<file path="src/rtl/io_bram_pkg.sv">
// Shared types and widths for the two-requester BRAM port arbiter.
package io_bram_pkg;

  localparam int unsigned ADDR_W = 32;
  localparam int unsigned DATA_W = 32;
  localparam int unsigned WE_W   = 4;
  localparam int unsigned CNT_W  = 8;

  typedef enum logic [1:0] {
    IDLE = 2'd0,
    OWN0 = 2'd1,
    OWN1 = 2'd2
  } arb_state_e;

  // 0 = host loader (r0), 1 = CNN engine (r1)
  typedef logic req_id_t;

  typedef struct packed {
    logic [ADDR_W-1:0] addr;
    logic [DATA_W-1:0] din;
    logic [WE_W-1:0]   we;
  } bram_beat_t;

  typedef struct packed {
    logic    valid;
    req_id_t id;
  } rd_tag_t;

endpackage

</file>
<file path="src/rtl/io_bram_rd_tracker.sv">
// Read-return tracker: RD_LAT-deep shift of {valid, id} that follows each
// accepted read until its BRAM data is due.
module io_bram_rd_tracker
  import io_bram_pkg::*;
#(
  parameter int unsigned RD_LAT = 1
) (
  input  logic    clk,
  input  logic    rst,
  input  logic    push,
  input  req_id_t push_id,
  output logic    out_valid,
  output req_id_t out_id
);

  rd_tag_t pipe [RD_LAT];

  always_ff @(posedge clk) begin
    if (rst) begin
      for (int i = 0; i < int'(RD_LAT); i++) pipe[i] <= '0;
    end else begin
      pipe[0] <= '{valid: push, id: push_id};
      for (int i = 1; i < int'(RD_LAT); i++) pipe[i] <= pipe[i-1];
    end
  end

  assign out_valid = pipe[RD_LAT-1].valid;
  assign out_id    = pipe[RD_LAT-1].id;

endmodule

</file>
<file path="src/rtl/io_bram_arbiter.sv">
// Two-requester round-robin arbiter with burst limit in front of one BRAM port.
// Define IO_ARB_ENGINE_PRI_EN to give r1 every idle tie and lift its burst limit.
module io_bram_arbiter
  import io_bram_pkg::*;
#(
  parameter int unsigned RD_LAT    = 1,
  parameter int unsigned MAX_BURST = 16
) (
  input  logic              BRAM_PORTA_0_clk,
  input  logic              BRAM_PORTA_0_rst,
  input  logic              r0_req,
  input  logic [ADDR_W-1:0] r0_addr,
  input  logic [DATA_W-1:0] r0_din,
  input  logic [WE_W-1:0]   r0_we,
  output logic              r0_gnt,
  output logic              r0_rvalid,
  output logic [DATA_W-1:0] r0_rdata,
  input  logic              r1_req,
  input  logic [ADDR_W-1:0] r1_addr,
  input  logic [DATA_W-1:0] r1_din,
  input  logic [WE_W-1:0]   r1_we,
  output logic              r1_gnt,
  output logic              r1_rvalid,
  output logic [DATA_W-1:0] r1_rdata,
  output logic [ADDR_W-1:0] BRAM_PORTA_0_addr,
  output logic [DATA_W-1:0] BRAM_PORTA_0_din,
  output logic              BRAM_PORTA_0_en,
  output logic [WE_W-1:0]   BRAM_PORTA_0_we,
  input  logic [DATA_W-1:0] BRAM_PORTA_0_dout
);

  localparam logic [CNT_W-1:0] BURST_MAX = CNT_W'(MAX_BURST);

  logic clk, rst;
  assign clk = BRAM_PORTA_0_clk;
  assign rst = BRAM_PORTA_0_rst;

  arb_state_e       state, state_nxt;
  req_id_t          last_owner;
  logic [CNT_W-1:0] burst_cnt;
  logic             gnt0_c, gnt1_c, accept_c;
  logic             at_limit_c, tie_r1_c, r1_limited_c;
  bram_beat_t       beat_c, beat_q;
  logic             en_q;
  logic             trk_valid;
  req_id_t          trk_id;
  logic [DATA_W-1:0] rdata0_q, rdata1_q;

  assign at_limit_c = (burst_cnt >= BURST_MAX);

`ifdef IO_ARB_ENGINE_PRI_EN
  assign tie_r1_c     = 1'b1;
  assign r1_limited_c = 1'b0;
`else
  assign tie_r1_c     = (last_owner == req_id_t'(1'b0));
  assign r1_limited_c = at_limit_c;
`endif

  // Grant decision and next owner
  always_comb begin
    gnt0_c    = 1'b0;
    gnt1_c    = 1'b0;
    state_nxt = IDLE;
    case (state)
      IDLE: begin
        if (r0_req && r1_req) begin
          gnt1_c = tie_r1_c;
          gnt0_c = ~tie_r1_c;
        end else begin
          gnt0_c = r0_req;
          gnt1_c = r1_req;
        end
      end
      OWN0: begin
        if (r0_req && !(at_limit_c && r1_req)) gnt0_c = 1'b1;
        else if (r1_req)                       gnt1_c = 1'b1;
      end
      OWN1: begin
        if (r1_req && !(r1_limited_c && r0_req)) gnt1_c = 1'b1;
        else if (r0_req)                         gnt0_c = 1'b1;
      end
      default: ;
    endcase
    if (rst) begin
      gnt0_c = 1'b0;
      gnt1_c = 1'b0;
    end
    if (gnt0_c)      state_nxt = OWN0;
    else if (gnt1_c) state_nxt = OWN1;
  end

  assign r0_gnt   = gnt0_c;
  assign r1_gnt   = gnt1_c;
  assign accept_c = gnt0_c | gnt1_c;
  assign beat_c   = gnt1_c ? '{addr: r1_addr, din: r1_din, we: r1_we}
                           : '{addr: r0_addr, din: r0_din, we: r0_we};

  // Ownership, burst accounting and registered BRAM command
  always_ff @(posedge clk) begin
    if (rst) begin
      state      <= IDLE;
      last_owner <= req_id_t'(1'b1);
      burst_cnt  <= '0;
      en_q       <= 1'b0;
      beat_q     <= '0;
    end else begin
      state <= state_nxt;
      en_q  <= accept_c;
      if (accept_c) begin
        last_owner <= req_id_t'(gnt1_c);
        beat_q     <= beat_c;
        if (state == IDLE || state_nxt != state) burst_cnt <= CNT_W'(1);
        else if (!at_limit_c)                    burst_cnt <= burst_cnt + CNT_W'(1);
      end else begin
        beat_q.we <= '0;
      end
    end
  end

  assign BRAM_PORTA_0_en   = en_q;
  assign BRAM_PORTA_0_addr = beat_q.addr;
  assign BRAM_PORTA_0_din  = beat_q.din;
  assign BRAM_PORTA_0_we   = beat_q.we;

  io_bram_rd_tracker #(.RD_LAT(RD_LAT)) u_rd_tracker (
    .clk       (clk),
    .rst       (rst),
    .push      (accept_c && (beat_c.we == '0)),
    .push_id   (req_id_t'(gnt1_c)),
    .out_valid (trk_valid),
    .out_id    (trk_id)
  );

  // Read-return routing; rdata shows live BRAM data on the pulse, else holds
  always_ff @(posedge clk) begin
    if (rst) begin
      r0_rvalid <= 1'b0;
      r1_rvalid <= 1'b0;
      rdata0_q  <= '0;
      rdata1_q  <= '0;
    end else begin
      r0_rvalid <= trk_valid && (trk_id == req_id_t'(1'b0));
      r1_rvalid <= trk_valid && (trk_id == req_id_t'(1'b1));
      if (r0_rvalid) rdata0_q <= BRAM_PORTA_0_dout;
      if (r1_rvalid) rdata1_q <= BRAM_PORTA_0_dout;
    end
  end

  assign r0_rdata = r0_rvalid ? BRAM_PORTA_0_dout : rdata0_q;
  assign r1_rdata = r1_rvalid ? BRAM_PORTA_0_dout : rdata1_q;

endmodule

</file>
<file path="config.mk">
export PLATFORM = sky130hd
export DESIGN_NAME = io_bram_arbiter
export DESIGN_NICKNAME = d
export VERILOG_FILES = /design/src/rtl/io_bram_pkg.sv /design/src/rtl/io_bram_rd_tracker.sv /design/src/rtl/io_bram_arbiter.sv
export SDC_FILE = /design/constraint.sdc
export NUM_CORES = 1
export LEC_CHECK = 0
export CAP_MARGIN = 20
export CORE_MARGIN = 2
export CORE_UTILIZATION = 44
export DETAILED_ROUTE_END_ITERATION = 12
export PLACE_DENSITY = 0.94
export SETUP_SLACK_MARGIN = 0.05
export SYNTH_ARGS = -nofsm -noshare
export SYNTH_HDL_FRONTEND = slang
export SYNTH_SLANG_ARGS = --single-unit
</file>
<file path="constraint.sdc">
create_clock -name BRAM_PORTA_0_clk -period 4.6 [get_ports BRAM_PORTA_0_clk]
set_input_delay 0.92 -clock BRAM_PORTA_0_clk [delete_from_list [all_inputs] [get_ports BRAM_PORTA_0_clk]]
set_output_delay 0.92 -clock BRAM_PORTA_0_clk [all_outputs]
set_load 0.1 [all_outputs]
</file>
==> results.json <==
{
  "ctsHtreeMaxLevel": 4,
  "wl_per_cell_um": 16.48,
  "endpoint_kind": "primary output",
  "path_clk_slew_ns": 0.06,
  "portBuffers": 308,
  "slowest_stage": "clkdlybuf4s50_1",
  "grt_pass1_vias": 5880,
  "clk_latency_ns": 0.41,
  "avgSynthCellArea_um2": 9.950,
  "drt_pre_antenna_iters": 4,
  "holdPathEnd": "r0_rvalid$_SDFF_PP0_",
  "vias_per_cell": 5.184,
  "synth_warnings": 0,
  "synth_simple_gate_area_share_pct": 17.19,
  "clk_path_buf_depth": 2,
  "syn-num-nets": 825,
  "rr_worst_depth": 6,
  "gp_congestion": 0.8030,
  "drtAntennaViolNets": 0,
  "synth_compound_area_share_pct": 19.95,
  "hp-class": "register to register",
  "die_w_um": 125.3,
  "start_util_pct": 44.74,
  "cts_root_buffer": "clkbuf_16",
  "min_path_cells": 1,
  "async_flop_share_pct": 0,
  "syn_inst": 651,
  "worstPathMaxFanout": 28,
  "cts_hold_buf": 0,
  "grt_pass1_wl_um": 29740,
  "io_pins": 309,
  "synth_top_family_by_area": "compound AO/OA/AOI/OAI gates",
  "syn_area_um2": 6477,
  "worst_r2r_endpoint": "BRAM_PORTA_0_din[11]$_SDFFE_PP0P_",
  "grt.total_usage_pct": 23.40,
  "peakVddDrop_mv": 0.2164,
  "status": "finished, final reports clean",
  "crit_required_ns": 3.68,
  "synth-xor-area-share_pct": 0,
  "min_period_ns": 3.626,
  "syn2layout_area_growth_pct": 53.89,
  "drt-initial-drc-count": 273,
  "ys_seq_area_share_pct": 45.74,
  "drv_cap": 0,
  "row_count": 44,
  "cp_cell_sequence": "clkdlybuf4s50_1 > or4b_1 > and3_4 > nand2_4 > inv_2 > buf_12",
  "skew_ns": 0.008648,
  "fmax_mhz": 275.8,
  "coreArea_um2": 14480,
  "vias": 5853,
  "cts_tree": "built",
  "hold_violations": 0,
  "cp_data_arrival_time_ns": 2.71,
  "drive_above_1_share_pct": 26.77,
  "dpl.cell_count": 1097,
  "final_util_pct": 68.85,
  "worstSetupPathType": "input port to primary output",
  "slew_violations": 0,
  "ff2ff_setup_slack_ns": 1.90,
  "grt_antenna_before_repair": 0,
  "worst_slew_pin_slew_ns": 1.032,
  "drc": 0,
  "ctsResizeCount": 0,
  "num-fill-cells": 1091,
  "synth_edf_count": 0,
  "r2r_start": "burst_cnt[7]$_SDFFE_PP0P_",
  "cp-start-kind": "input port",
  "powerDensity_nw_per_um2": 372.2,
  "synth.ff_latch_count": 148,
  "timing.slew.headroom_pct": 31.02,
  "synthFlopType": "dfxtp_1",
  "finalSetupTns_ns": 0,
  "rsz0062_at_grt": "false",
  "die_h_um": 125.3,
  "die_area_um2": 15710,
  "postCtsSetupBuffers": 0,
  "synth_cell_types": 46,
  "fin_nets": 1106,
  "diodes": 0,
  "grt_overflow_total": 0,
  "p_leak_nw": 3.932,
  "period_share_pct": 78.82,
  "dp_hpwl_um": 12820,
  "min_from": "u_rd_tracker.pipe[0][0]$_SDFF_PP0_",
  "numCtsBuffers": 17,
  "slowest_delay_ns": 0.58,
  "setup_violations": 0,
  "finalNonFillerCells": 1129,
  "synth_adder_area_share_pct": 0.3863,
  "grt_max_degree": 74,
  "clock-sinks": 148,
  "muxShareOfSynthArea_pct": 11.30,
  "routed_wl_um": 18610
}
[synth_stat cells (4+ instances only)]
master      n  area [um2]
a211oi_1   21       157.7
nand2_1    69       259.0
nor3b_1     4       30.03
nor2b_1    66       412.9
dfxtp_1   148        2963
buf_1       9       33.78
buf_6       7       78.83
a21oi_1    37       185.2
buf_2      13       65.06
a22o_1      4       35.03
nor2_1     67       251.5
a21oi_2    31       271.5
inv_1       6       22.52
a211oi_2   43       538.0
mux2_2     65       732.0
clkbuf_1   19       71.32
[metal layers]
layer	up-vias	share of wire (%)	GRT usage (%)
li1	2822	-	-
met1	2755	40	26.65
met2	246	50	41.27
met3	30	7.7	7.403
met4	0	2.2	8.301
met5	-	0	0
[sequential cells by signal, indices dropped and copies added, names as in the netlist]
register,count
BRAM_PORTA_0_we,4
r0_rvalid,1
rdata1_q,32
u_rd_tracker.pipe,2
r1_rvalid,1
BRAM_PORTA_0_addr,32
BRAM_PORTA_0_en,1
BRAM_PORTA_0_din,32
burst_cnt,8
state,2
rdata0_q,32
last_owner,1
[cell families after synthesis]
group / count (synthesis)
AOI/OAI and AO/OA: 149
adders and majority gates: 2
buffers and inverters: 62
DFF: 148
muxes: 65
and+or+nand+nor: 225
[where the power goes]
part | internal (mW) | switching, mW
Clock | 0.805 | 0.560
Combinational | 0.316 | 0.647
Sequential | 1.34 | 0.0377
Total | 2.47 | 1.24
[layout by cell type, fill, tap and decap left out, drive strengths merged, types with 4 or more instances in the layout]
cell / count
clkinv: 5
clkdlybuf4s50: 239
a211oi: 64
mux2: 65
buf: 77
clkinvlp: 4
dfxtp: 148
a21oi: 68
inv: 11
nor2: 67
nor2b: 66
nor3b: 4
nand2: 70
clkbuf: 18
a22o: 4
[worst max-delay path by stage]
| stage | startpoint | to | slack, ns | cells after the start |
|---|---|---|---|---|
| 6_report | r1_req | r0_gnt | 0.97 | 6 |
| 5_1_grt | r1_req | r0_gnt | 0.92 | 6 |
| 4_1_cts | r1_req | r0_gnt | 0.97 | 6 |
| 3_5_place_dp | r1_req | r0_gnt | 0.96 | 6 |
| 3_3_place_gp | r1_req | r0_gnt | 0.99 | 6 |
| 2_1_floorplan | r0_rvalid$_SDFF_PP0_ | r0_rdata[10] | 1.56 | 3 |
[per-stage QoR]
stage / instance area [um2] / power (mW) / setup slack, ns / hold slack (ns)
2_1_floorplan: 6477 / 2.068 / 1.555 / 0.3891
3_3_place_gp: 9387 / 2.362 / 0.9920 / 0.3982
3_5_place_dp: 9387 / 2.372 / 0.9647 / 0.4081
4_1_cts: 9968 / 3.744 / 0.9710 / 0.4130
5_1_grt: 9968 / 3.847 / 0.9169 / 0.4424
6_report: 9968 / 3.710 / 0.9744 / 0.4196
[worst max-delay path, delay by kind of cell]
family	cells	cell delay, ns
buffers and inverters	3	0.85
AND/OR/NAND/NOR	3	0.92
[area by class of cell]
type / count / area (um2) / area share (%)
multi-input combinational: 441 / 3163 / 31.73
sequential: 148 / 2963 / 29.72
timing repair buffer: 316 / 2995 / 30.05
tap: 184 / 230.2 / 2.310
clock inverter: 14 / 152.6 / 1.531
clock buffer: 18 / 429.2 / 4.305
inverter: 8 / 35.03 / 0.3514
No activity file was read; power rests on OpenSTA's default activity.
